--- src/rtl/pool_pkg.sv ---
// Shared defaults and FSM encoding for the 2x2 max-pooling stage.
package pool_pkg;

  localparam int DEF_DATA_W = 32;
  localparam int DEF_IMG_W  = 26;
  localparam int DEF_IMG_H  = 26;
  localparam int OUT_CNT_W  = 10;

  localparam logic [0:0] ST_EVEN_ROW = 1'b0;
  localparam logic [0:0] ST_ODD_ROW  = 1'b1;

endpackage

--- src/rtl/pool_linebuf.sv ---
// Half-row line buffer: one synchronous write port, one combinational read port.
module pool_linebuf
  import pool_pkg::*;
#(
  parameter int DATA_W = DEF_DATA_W,
  parameter int DEPTH  = DEF_IMG_W / 2,
  parameter int ADDR_W = $clog2(DEF_IMG_W) - 1
) (
  input  logic              i_clk,
  input  logic              i_we,
  input  logic [ADDR_W-1:0] i_waddr,
  input  logic [DATA_W-1:0] i_wdata,
  input  logic [ADDR_W-1:0] i_raddr,
  output logic [DATA_W-1:0] o_rdata
);

  // No reset: every entry is written on the even row before the odd row reads it.
  logic [DATA_W-1:0] r_mem [DEPTH];

  always_ff @(posedge i_clk) begin
    if (i_we) begin
      r_mem[i_waddr] <= i_wdata;
    end
  end

  assign o_rdata = r_mem[i_raddr];

endmodule

--- src/rtl/max_pool2.sv ---
// 2x2 stride-2 signed max pooling over a raster-order pixel stream, no backpressure.
module max_pool2
  import pool_pkg::*;
#(
  parameter int DATA_W = DEF_DATA_W,
  parameter int IMG_W  = DEF_IMG_W,
  parameter int IMG_H  = DEF_IMG_H
) (
  input  logic              clk,
  input  logic              reset,
  input  logic [DATA_W-1:0] pxl_in,
  input  logic              in_valid,
  output logic [DATA_W-1:0] pxl_out,
  output logic              out_valid,
  output logic [9:0]        out_count,
  output logic              frame_done
);

  localparam int COL_W    = $clog2(IMG_W);
  localparam int ROW_W    = $clog2(IMG_H);
  localparam int LB_AW    = COL_W - 1;
  localparam int LB_DEPTH = IMG_W / 2;

  localparam logic [COL_W-1:0] COL_LAST = COL_W'(IMG_W - 1);
  localparam logic [ROW_W-1:0] ROW_LAST = ROW_W'(IMG_H - 1);

  function automatic logic [DATA_W-1:0] smax(input logic [DATA_W-1:0] a,
                                             input logic [DATA_W-1:0] b);
    return ($signed(a) > $signed(b)) ? a : b;
  endfunction

  logic [0:0]           r_state;
  logic [COL_W-1:0]     r_col;
  logic [ROW_W-1:0]     r_row;
  logic [DATA_W-1:0]    r_hold;
  logic [DATA_W-1:0]    r_pxl_out;
  logic                 r_out_valid;
  logic [OUT_CNT_W-1:0] r_out_count;
  logic                 r_frame_done;

  logic              w_col_last;
  logic              w_row_last;
  logic              w_lb_we;
  logic              w_emit;
  logic              w_frame_start;
  logic [DATA_W-1:0] w_pair_max;
  logic [DATA_W-1:0] w_lb_rdata;
  logic [DATA_W-1:0] w_win_max;

  assign w_col_last    = (r_col == COL_LAST);
  assign w_row_last    = (r_row == ROW_LAST);
  assign w_lb_we       = in_valid && (r_state == ST_EVEN_ROW) && r_col[0];
  assign w_emit        = in_valid && (r_state == ST_ODD_ROW) && r_col[0];
  assign w_frame_start = in_valid && (r_state == ST_EVEN_ROW) && (r_row == '0) && (r_col == '0);
  assign w_pair_max    = smax(r_hold, pxl_in);
  assign w_win_max     = smax(w_pair_max, w_lb_rdata);

  pool_linebuf #(
    .DATA_W (DATA_W),
    .DEPTH  (LB_DEPTH),
    .ADDR_W (LB_AW)
  ) u_linebuf (
    .i_clk   (clk),
    .i_we    (w_lb_we),
    .i_waddr (r_col[COL_W-1:1]),
    .i_wdata (w_pair_max),
    .i_raddr (r_col[COL_W-1:1]),
    .o_rdata (w_lb_rdata)
  );

  always_ff @(posedge clk or negedge reset) begin
    if (!reset) begin
      r_state      <= ST_EVEN_ROW;
      r_col        <= '0;
      r_row        <= '0;
      r_hold       <= '0;
      r_pxl_out    <= '0;
      r_out_valid  <= 1'b0;
      r_out_count  <= '0;
      r_frame_done <= 1'b0;
    end else begin
      r_out_valid  <= w_emit;
      r_frame_done <= w_emit && w_col_last && w_row_last;

      // Count clears on the first beat of a frame, which can never also emit.
      if (w_emit) begin
        r_pxl_out   <= w_win_max;
        r_out_count <= r_out_count + OUT_CNT_W'(1);
      end else if (w_frame_start) begin
        r_out_count <= '0;
      end

      if (in_valid) begin
        if (!r_col[0]) begin
          r_hold <= pxl_in;
        end
        if (w_col_last) begin
          r_col   <= '0;
          r_state <= (r_state == ST_EVEN_ROW) ? ST_ODD_ROW : ST_EVEN_ROW;
          r_row   <= w_row_last ? '0 : r_row + ROW_W'(1);
        end else begin
          r_col <= r_col + COL_W'(1);
        end
      end
    end
  end

  assign pxl_out    = r_pxl_out;
  assign out_valid  = r_out_valid;
  assign out_count  = r_out_count;
  assign frame_done = r_frame_done;

endmodule

--- config.mk ---
export PLATFORM = sky130hd
export DESIGN_NAME = max_pool2
export DESIGN_NICKNAME = d
export VERILOG_FILES = /design/src/rtl/pool_pkg.sv /design/src/rtl/pool_linebuf.sv /design/src/rtl/max_pool2.sv
export SDC_FILE = /design/constraint.sdc
export NUM_CORES = 1
export LEC_CHECK = 0
export CORE_MARGIN = 5
export CORE_UTILIZATION = 54
export DETAILED_ROUTE_END_ITERATION = 6
export GPL_ROUTABILITY_DRIVEN = 0
export GPL_TIMING_DRIVEN = 0
export HOLD_SLACK_MARGIN = 0.15
export PLACE_DENSITY_LB_ADDON = 0.25
export SLEW_MARGIN = 20
export SYNTH_ARGS = -nofsm -noshare
export SYNTH_HDL_FRONTEND = slang
export SYNTH_SLANG_ARGS = --single-unit
--- constraint.sdc ---
create_clock -name clk -period 4.7 [get_ports clk]
set_clock_uncertainty 0.05 [all_clocks]
set_input_delay 1.41 -clock clk [delete_from_list [all_inputs] [get_ports clk]]
set_output_delay 1.41 -clock clk [all_outputs]
set_load 0.05 [all_outputs]
==> results of run 1 <==
==> per-layer routing <==
layer  global-route usage, %  routed length, um  vias up
met5                       0                 13        -
met4                   10.66               3256        2
met3                   5.012               6978      233
met2                   46.49              33110     1096
met1                   39.21              25480     8067
li1                        -                  -     6671
==> path summary, 6_finish.rpt <==
| kind | startpoint | to | slack [ns] |
|---|---|---|---|
| setup / recovery | pxl_in[15] | pxl_out[4] | -1.07 |
| hold / removal | out_count[9] | out_count[9] | 0.45 |
| setup reg to reg | r_hold[1] | pxl_out[4] | -0.60 |
| hold reg to reg | out_count[9] | out_count[9] | 0.45 |
| max in group asynchronous | reset | r_hold[18] | 3.28 |
| min in group asynchronous | reset | pxl_out[4] | 0.65 |
==> worst reg2reg max path: stages, from the launching register on <==
cell	delay, ns
dfrtp_1	0.44
ha_4	0.30
nor2b_4	0.13
o211ai_1	0.14
a2111oi_4	0.49
o31a_1	0.36
buf_6	0.19
buf_6	0.10
o31ai_1	0.06
a2111o_2	0.56
ha_4	0.32
nor2b_4	0.17
o211ai_1	0.16
a2111o_1	0.50
a31oi_4	0.26
o221ai_4	0.17
buf_6	0.17
buf_8	0.14
a32oi_2	0.23
a21bo_1	0.24
==> cell type report <==
| cell class | instances | area share (%) |
|---|---|---|
| Clock inverter | 28 | 1.253 |
| Multi-Input combinational cell | 852 | 30.36 |
| Buffer | 108 | 2.926 |
| Tap cell | 585 | 2.510 |
| Clock buffer | 64 | 4.646 |
| Inverter | 73 | 1.060 |
| Sequential cell | 503 | 50.30 |
| Timing Repair Buffer | 206 | 6.946 |
==> Yosys cell counts (6+ instances only) <==
cell type | number | share of area (%)
a2111o_1 | 32 | 1.5
a21bo_1 | 31 | 1.3
a21oi_1 | 59 | 1.3
a32oi_1 | 32 | 1.2
and3_1 | 33 | 0.89
buf_1 | 6 | 0.097
buf_2 | 26 | 0.56
buf_4 | 8 | 0.26
buf_6 | 8 | 0.39
clkbuf_1 | 62 | 1.0
clkinv_1 | 31 | 0.50
dfrtp_1 | 87 | 9.3
edfxtp_1 | 416 | 54
ha_1 | 71 | 3.8
inv_1 | 40 | 0.64
mux4_2 | 128 | 12
nand2_1 | 99 | 1.6
nand3_1 | 21 | 0.45
nand4_1 | 48 | 1.3
nor2_1 | 77 | 1.2
nor3_1 | 9 | 0.19
nor3b_1 | 35 | 1.1
o211ai_1 | 6 | 0.19
o21ai_0 | 50 | 1.1
o22ai_1 | 35 | 0.94
o31ai_1 | 35 | 1.1
==> through the flow <==
stage,hold slack (ns),setup WS [ns]
2_1_floorplan,0.4392,-0.9153
3_3_place_gp,0.4280,-2.952
3_5_place_dp,0.4410,-3.056
4_1_cts,0.4504,-0.8420
5_1_grt,0.4992,-1.081
6_report,0.4491,-1.067
==> power groups by stage <==
stage | sequential [mW] | combinational [mW] | clock (mW)
after floorplan | 6.72 | 4.67 | 0
after global placement | 6.39 | 7.20 | 0
after global routing | 6.37 | 10.4 | 4.45
after detailed placement | 6.40 | 7.47 | 0
final | 6.34 | 9.90 | 4.20
after CTS | 6.31 | 8.94 | 4.23
==> cell families (layout without fill, tap and decap cells) <==
kind of cell / count (synthesis) / count (layout)
fa+ha+maj: 71 / 71
flops: 503 / 503
buf+inv: 184 / 479
xor+xnor: 1 / 1
mux: 130 / 130
compound gates: 305 / 305
simple gates: 345 / 345
==> what timing repair did <==
action	4_1_cts	5_1_grt
pin swaps	75	68
gates cloned	8	2
buffers inserted	60	41
resized for setup	318	107
setup endpoints to repair	45	32
==> sequential cells by signal, summed over array words and instances, names as in the netlist <==
signal	count
u_linebuf.r_mem	416
pxl_out	32
r_hold	32
out_count	10
r_col	5
r_row	5
frame_done	1
out_valid	1
r_state	1
==> results.sh, run 1 <==
export IMPL_status="finished, violations left"
export IMPL_violations="setup timing"
export IMPL_startpoint_type="input port"
export IMPL_seq_area_um2=14670
export IMPL_yosysSeqAreaShare_pct=62.99
export IMPL_fmax_mhz=173.4
export IMPL_slowest_stage="a2111o_2"
export IMPL_cp_num_buf_inv=7
export IMPL_grt_first_pass_wirelength_um=101200
export IMPL_relSlewSlack_pct=32.62
export IMPL_core_area_um2=42890
export IMPL_start_util_pct=54.30
export IMPL_p_leak_nw=10.63
export IMPL_final_cells=2419
export IMPL_internal_power_mw=12.68
export IMPL_p_sw_share_pct=37.97
export IMPL_cts_tree="done"
export IMPL_worstPathRequired_ns=5.13
export IMPL_syn_inst=1539
export IMPL_die_area_um2=47380
export IMPL_wl_per_cell_um=28.46
export IMPL_setup_violations=32
export IMPL_synthArstFlopShare_pct=17.30
export IMPL_first_pass_iters=5
export IMPL_vias=16070
export IMPL_grt_max_degree=60
export IMPL_cts_max_level=2
export IMPL_cts_buffer_depth=3
export IMPL_ys_warn_count=0
export IMPL_min_path_type="reg -> reg"
export IMPL_fin_ws_ns=-1.067
export IMPL_min_period_over_period_pct=122.7
export IMPL_power_frac_clock_pct=20.5
export IMPL_layout_commonest_cell="edfxtp_1"
export IMPL_cts_sinks=503
export IMPL_worstPathArrival_ns=6.20
export IMPL_path_class="in -> reg"
export IMPL_worstPathCellList="buf_4 > inv_4 > ha_4 > nand4_1 > buf_6 > a2111oi_4 > o31a_1 > buf_6 > buf_6 > o31ai_1 > a2111o_2 > ha_4 > nor2b_4 > o211ai_1 > a2111o_1 > a31oi_4 > o221ai_4 > buf_6 > buf_8 > a32oi_2 > a21bo_1"
export IMPL_pwr_share_comb_pct=48.4
export IMPL_numCtsBuffers=49
export IMPL_worstMarginPinSlew_ns=1.011
export IMPL_rsz0062_at_grt="yes"
export IMPL_path_clk_slew_ns=0.07
export IMPL_p_per_area_nw_per_um2=700.9
export IMPL_synth_simple_area_share_pct=7.613
export IMPL_io_pins=79
export IMPL_die_y_um=217.7
export IMPL_syn_nets=1645
export IMPL_grt_pass1_vias=15970
export IMPL_synth_avg_cell_area_um2=15.13
export IMPL_synthAdderAreaFrac_pct=3.815
export IMPL_cts_root_buf="clkbuf_16"
export IMPL_hold_viol=0
export IMPL_layout_common_cells="416 x edfxtp_1, 128 x mux4_2, 97 x nand2_1"
export IMPL_crit_cells=21
export IMPL_synth_compound_area_share_pct=9.574
export IMPL_maxCapViolCount=0
export IMPL_finalNetCount=1899
export IMPL_fill_cells=2706
export IMPL_muxShareOfSynthArea_pct=12.47
export IMPL_area_growth_pct=25.24
export IMPL_power_mw=20.44
export IMPL_critPathMaxFanout=7
export IMPL_layout_drive_gt1_share_pct=33.32
export IMPL_synth_top_family_by_area="multiplexers"
export IMPL_min_path_cells=1
export IMPL_synth_edf_count=416
export IMPL_synth_seq_cells=503
export IMPL_fin_util_pct=68.00
export IMPL_place_inst=2222
export IMPL_end_kind="flop"
export IMPL_slew_violations=0
export IMPL_max_stage_delay_ns=0.56
export IMPL_design_area_um2=29160
export IMPL_die_width_um=217.7
export IMPL_n_antenna_cell=0
export IMPL_clk_latency_ns=0.60
export IMPL_crit_top_cell="buf_6"
export IMPL_grt_total_usage_pct=28.56
export IMPL_p_seq_share_pct=31.0
export IMPL_numPortBuffers=78
export IMPL_cts_hold_buf=0
export IMPL_antenna_found_initial=1
export IMPL_dpl_hpwl_um=41950
export IMPL_ir_drop_mv=0.4384
export IMPL_syn_cell_area_um2=23290
export IMPL_synth_xor_area_share_pct=0.03761
export IMPL_crit_family="compound AO/OA/AOI/OAI gates"
export IMPL_rows=76
export IMPL_multi_input_area_um2=8855
export IMPL_period_needed_ns=5.767
export IMPL_via_per_inst=6.643
export IMPL_post_dp_cell_area_um2=25490
export IMPL_drt_iter0_markers=1985
export IMPL_routed_wl_um=68840
export IMPL_route_detailed_drc=0
export IMPL_ys_flop_type="edfxtp_1"
export IMPL_netlist_cell_type_count=59
export IMPL_grt_ovfl_total=0
export IMPL_switchingPower_mw=7.762
export IMPL_final_antenna_net_count=0
export IMPL_fin_tns_setup_ns=-33.04
export IMPL_reg2regPathDepth=19
Note: power is estimated with default switching activity, not from simulation.
==> run 2, diff against run 1 <==
- CTS_CLUSTER_SIZE: unset -> 14
==> results.sh, run 2 (synthesis results as in run 1) <==
export IMPL_status="finished, violations left"
export IMPL_violations="DRC, setup timing"
export IMPL_path_clk_slew_ns=0.06
export IMPL_layout_drive_gt1_share_pct=30.32
export IMPL_period_needed_ns=5.812
export IMPL_cts_root_buf="clkbuf_16"
export IMPL_p_per_area_nw_per_um2=674.1
export IMPL_maxCapViolCount=0
export IMPL_dpl_hpwl_um=41950
export IMPL_cp_num_buf_inv=6
export IMPL_clk_latency_ns=0.59
export IMPL_fmax_mhz=172.1
export IMPL_grtUsageMet1_pct=38.41
export IMPL_vias=15690
export IMPL_place_inst=2222
export IMPL_layout_common_cells="416 x edfxtp_1, 128 x mux4_2, 98 x nand2_1"
export IMPL_numCtsBuffers=50
export IMPL_worstPathRequired_ns=5.12
export IMPL_ir_drop_mv=0.3675
export IMPL_post_dp_cell_area_um2=25490
export IMPL_route_detailed_drc=19
export IMPL_crit_family="simple AND/OR/NAND/NOR gates"
export IMPL_critPathMaxFanout=10
export IMPL_timing_rr_start="r_hold[27]"
export IMPL_finalNetCount=1866
export IMPL_end_kind="flop"
export IMPL_io_pins=79
export IMPL_via_per_inst=6.575
export IMPL_antenna_found_initial=0
export IMPL_startpoint_type="input port"
export IMPL_grt_most_used_layer="met2"
export IMPL_cts_sinks=503
export IMPL_numPortBuffers=78
export IMPL_cts_buffer_depth=3
export IMPL_min_delay_start="out_count[9]"
export IMPL_grt_pass1_vias=15770
export IMPL_fin_ws_ns=-1.112
export IMPL_top_register="u_linebuf.r_mem"
export IMPL_fin_worst_hold_slack_ns=0.4472
export IMPL_min_path_type="reg -> reg"
export IMPL_cp_startpoint="pxl_in[30]"
export IMPL_routed_wl_um=66120
export IMPL_setup_violations=32
export IMPL_die_y_um=217.7
export IMPL_cts_max_level=2
export IMPL_p_leak_nw=10.33
export IMPL_wl_per_cell_um=27.71
export IMPL_area_growth_pct=22.86
export IMPL_layout_commonest_cell="edfxtp_1"
export IMPL_final_antenna_net_count=0
export IMPL_first_pass_iters=7
export IMPL_design_area_um2=28610
export IMPL_cts_tree="done"
export IMPL_rsz0062_at_grt="yes"
export IMPL_worstMarginPinSlew_ns=0.9531
export IMPL_core_area_um2=42890
export IMPL_grt_max_degree=60
export IMPL_power_mw=19.29
export IMPL_min_period_over_period_pct=123.7
export IMPL_die_width_um=217.7
export IMPL_grt_total_usage_pct=27.83
export IMPL_max_stage_delay_ns=0.56
export IMPL_grt_ovfl_total=0
export IMPL_start_util_pct=54.30
export IMPL_relSlewSlack_pct=36.46
export IMPL_worstPathCellList="clkdlybuf4s15_2 > inv_1 > ha_4 > nand4_4 > nor4_4 > nor3b_4 > buf_12 > buf_6 > o31ai_1 > a2111o_2 > ha_4 > nand4_1 > nor3_4 > nand2_1 > or4_4 > o221ai_4 > buf_12 > a21oi_4 > buf_6 > a21bo_1"
export IMPL_drt_iter0_markers=1796
export IMPL_slowest_stage="or4_4"
export IMPL_n_antenna_cell=0
export IMPL_grtUsageMet2_pct=45.54
export IMPL_path_class="in -> reg"
export IMPL_worstPathArrival_ns=6.23
export IMPL_fin_util_pct=66.71
export IMPL_slew_violations=0
export IMPL_final_cells=2386
export IMPL_hold_viol=0
export IMPL_largest_register_ffs=416
export IMPL_grt_first_pass_wirelength_um=98870
export IMPL_rows=76
export IMPL_grt_util_met3_pct=4.720
export IMPL_die_area_um2=47380
[run 2: final timing paths]
| path | end | slack, ns | cells past startpoint |
|---|---|---|---|
| setup / recovery | pxl_out[20] | -1.11 | 20 |
| max in group asynchronous | r_hold[18] | 3.29 | 2 |
| min in group asynchronous | pxl_out[4] | 0.65 | 1 |
| hold / removal | out_count[9] | 0.45 | 1 |
| setup reg to reg | pxl_out[20] | -0.55 | 18 |
| hold reg to reg | out_count[9] | 0.45 | 1 |
[run 2: area by class of cell]
class / instances / area [um2]
Fill cell: 2807 / 14270
Buffer: 109 / 832.0
Tap cell: 585 / 732.0
Multi-Input combinational cell: 852 / 8690
Timing Repair Buffer: 171 / 1818
Inverter: 73 / 296.5
Clock inverter: 27 / 211.5
Clock buffer: 66 / 1363
Sequential cell: 503 / 14670
[run 2: stage by stage]
stage / setup TNS (ns) / worst slack [ns]
after global placement: -1076.36 / -2.952
after CTS: -27.03 / -0.8797
after global routing: -33.40 / -1.077
after detailed placement: -301.92 / -3.056
final: -34.58 / -1.112
after floorplan: -28.56 / -0.9153
[run 2: repair_timing]
item	in CTS	in global routing
cloned	8	2
resized for setup	288	56
pin swaps	70	41
hold buffers	0	0
buffers inserted	51	13
setup endpoints to repair	45	32
hold endpoints to repair	0	0
[run 2: power breakdown]
part           internal [mW]  leakage (nW)  total, mW  switching, mW
Combinational           3.75          4.69       9.08           5.33
Clock                   2.16         0.765       3.87           1.70
Sequential              5.97          4.87       6.34          0.363
[run 2: routing by layer]
metal | vias up | wire [um]
li1 | 6586 | -
met1 | 7907 | 25220
met2 | 984 | 31790
met3 | 211 | 6173
met4 | 0 | 2929
met5 | - | 0
==> run 3, diff against run 2 <==
- CORE_ASPECT_RATIO: unset -> 1.4
==> results.sh, run 3 (synthesis results as in run 1) <==
export IMPL_end_kind="flop"
export IMPL_n_antenna_cell=0
export IMPL_first_pass_iters=5
export IMPL_fill_cells=2745
export IMPL_ir_drop_mv=0.4149
export IMPL_worstPathRequired_ns=5.11
export IMPL_layout_common_cells="416 x edfxtp_1, 128 x mux4_2, 96 x nand2_1"
export IMPL_status="finished, violations left"
export IMPL_rrSetupSlack_ns=-0.54
export IMPL_period_needed_ns=5.745
export IMPL_final_antenna_net_count=0
export IMPL_maxCapViolCount=0
export IMPL_hold_viol=0
export IMPL_route_detailed_drc=0
export IMPL_cts_tree="done"
export IMPL_numPortBuffers=78
export IMPL_die_width_um=185.5
export IMPL_critPathMaxFanout=10
export IMPL_area_growth_pct=24.13
export IMPL_grt_total_usage_pct=28.61
export IMPL_layout_commonest_cell="edfxtp_1"
export IMPL_antenna_found_initial=0
export IMPL_min_period_over_period_pct=122.2
export IMPL_cts_max_level=2
export IMPL_top_register="u_linebuf.r_mem"
export IMPL_violations="setup timing"
export IMPL_drt_iter0_markers=2068
export IMPL_fmax_mhz=174.1
export IMPL_final_cells=2388
export IMPL_start_util_pct=54.28
export IMPL_layout_drive_gt1_share_pct=32.14
export IMPL_die_y_um=255.7
export IMPL_numCtsBuffers=47
export IMPL_seq_area_um2=14670
export IMPL_vias=15960
export IMPL_worstSetupEndpoint="pxl_out[21]"
export IMPL_wl_per_cell_um=28.78
export IMPL_setup_violations=32
export IMPL_fin_ws_ns=-1.045
export IMPL_rows=90
export IMPL_p_per_area_nw_per_um2=681.3
export IMPL_multi_input_area_um2=8806
export IMPL_routed_wl_um=68730
export IMPL_startpoint_type="input port"
export IMPL_clk_latency_ns=0.58
export IMPL_worstMarginPinSlew_ns=0.8904
export IMPL_p_leak_nw=10.52
export IMPL_min_path_type="reg -> reg"
export IMPL_worstPathArrival_ns=6.16
export IMPL_core_area_um2=42900
export IMPL_cts_buffer_depth=3
export IMPL_dpl_hpwl_um=43490
export IMPL_grt_first_pass_wirelength_um=101300
export IMPL_rsz0062_at_grt="yes"
export IMPL_path_clk_slew_ns=0.06
export IMPL_place_inst=2191
export IMPL_cp_startpoint="pxl_in[9]"
export IMPL_finalNetCount=1904
export IMPL_power_mw=19.69
export IMPL_fin_tns_setup_ns=-32.55
export IMPL_slew_violations=0
export IMPL_via_per_inst=6.685
export IMPL_fin_worst_hold_slack_ns=0.4538
export IMPL_grt_pass1_vias=16090
export IMPL_r2r_end="pxl_out[21]"
export IMPL_path_class="in -> reg"
export IMPL_grt_max_degree=67
export IMPL_fin_util_pct=67.38
export IMPL_cts_hold_buf=0
export IMPL_io_pins=79
export IMPL_die_area_um2=47440
export IMPL_timing_rr_start="r_hold[11]"
export IMPL_largest_register_ffs=416
export IMPL_grt_ovfl_total=0
export IMPL_reg2regPathDepth=24
export IMPL_relSlewSlack_pct=40.64
export IMPL_cts_sinks=503
export IMPL_cts_root_buf="clkbuf_16"
[run 3: cell types whose count changed in the layout (fill, tap and decap cells not counted), sizes merged]
cell	change
clkbuf	+10
inv	-2
clkdlybuf4s15	-11
buf	+42
bufbuf	-1
dlygate4sd2	-1
clkdlybuf4s18	+1
clkinv	-1
clkinvlp	-2
[run 3: through the flow]
step | instance area, um2 | setup slack [ns]
floorplan | 23500 | -0.9153
global placement | 24980 | -2.908
detailed placement | 25470 | -2.985
CTS | 28480 | -0.8709
global route | 28910 | -1.090
finish | 28910 | -1.045
[run 3: repair_timing]
action | CTS | global route
setup endpoints to repair | 45 | 32
pin swaps | 84 | 52
cloned | 7 | 0
setup buffers | 69 | 36
gates resized for setup | 303 | 79
[run 3: worst max-delay path, cell delays in order]
cell and delay [ns]:
buf_2 0.12, inv_2 0.06, ha_4 0.26, nand4_1 0.10
buf_6 0.13, buf_4 0.16, a2111oi_4 0.30, o31a_1 0.22
buf_6 0.12, buf_4 0.11, buf_8 0.11, buf_4 0.11
buf_4 0.09, o31ai_1 0.06, a2111o_2 0.56, ha_4 0.31
nor2b_4 0.12, o211ai_1 0.13, a2111o_1 0.48, a31oi_4 0.18
buf_6 0.13, o221ai_4 0.11, buf_6 0.17, buf_8 0.15
a32oi_1 0.21, a21bo_1 0.23
[run 3: cell type report]
type                    instances  share of cell area (%)
plain buffers                 109                   3.030
clock buffers                  65                   4.514
clock inverters                22                  0.6189
inverters                      73                   1.034
multi-input cells             852                   30.46
flip-flops and latches        503                   50.74
well taps                     552                   2.389
repair buffers                212                   7.207
[run 3: power breakdown]
| group | switching, mW | total [mW] | internal (mW) |
|---|---|---|---|
| clock | 1.64 | 3.70 | 2.06 |
| sequential | 0.376 | 6.35 | 5.97 |
| combinational | 5.57 | 9.65 | 4.08 |
| total | 7.59 | 19.7 | 12.1 |
[run 3: worst min path at each step]
stage                       from      endpoint  slack (ns)  depth (start not counted)
global route        out_count[8]  out_count[8]        0.48                          1
global placement    out_count[9]  out_count[9]        0.42                          1
floorplan             r_hold[12]    r_hold[12]        0.44                          2
detailed placement  out_count[9]  out_count[9]        0.44                          1
CTS                 out_count[9]  out_count[9]        0.45                          1
finish              out_count[9]  out_count[9]        0.45                          1
[run 3: layer usage]
layer	wire length [um]	share of wire, %	GRT usage [%]
met1	24300	35	37.20
met2	35070	51	48.37
met3	5738	8.3	3.910
met4	3615	5.3	12.18
met5	0	0	0
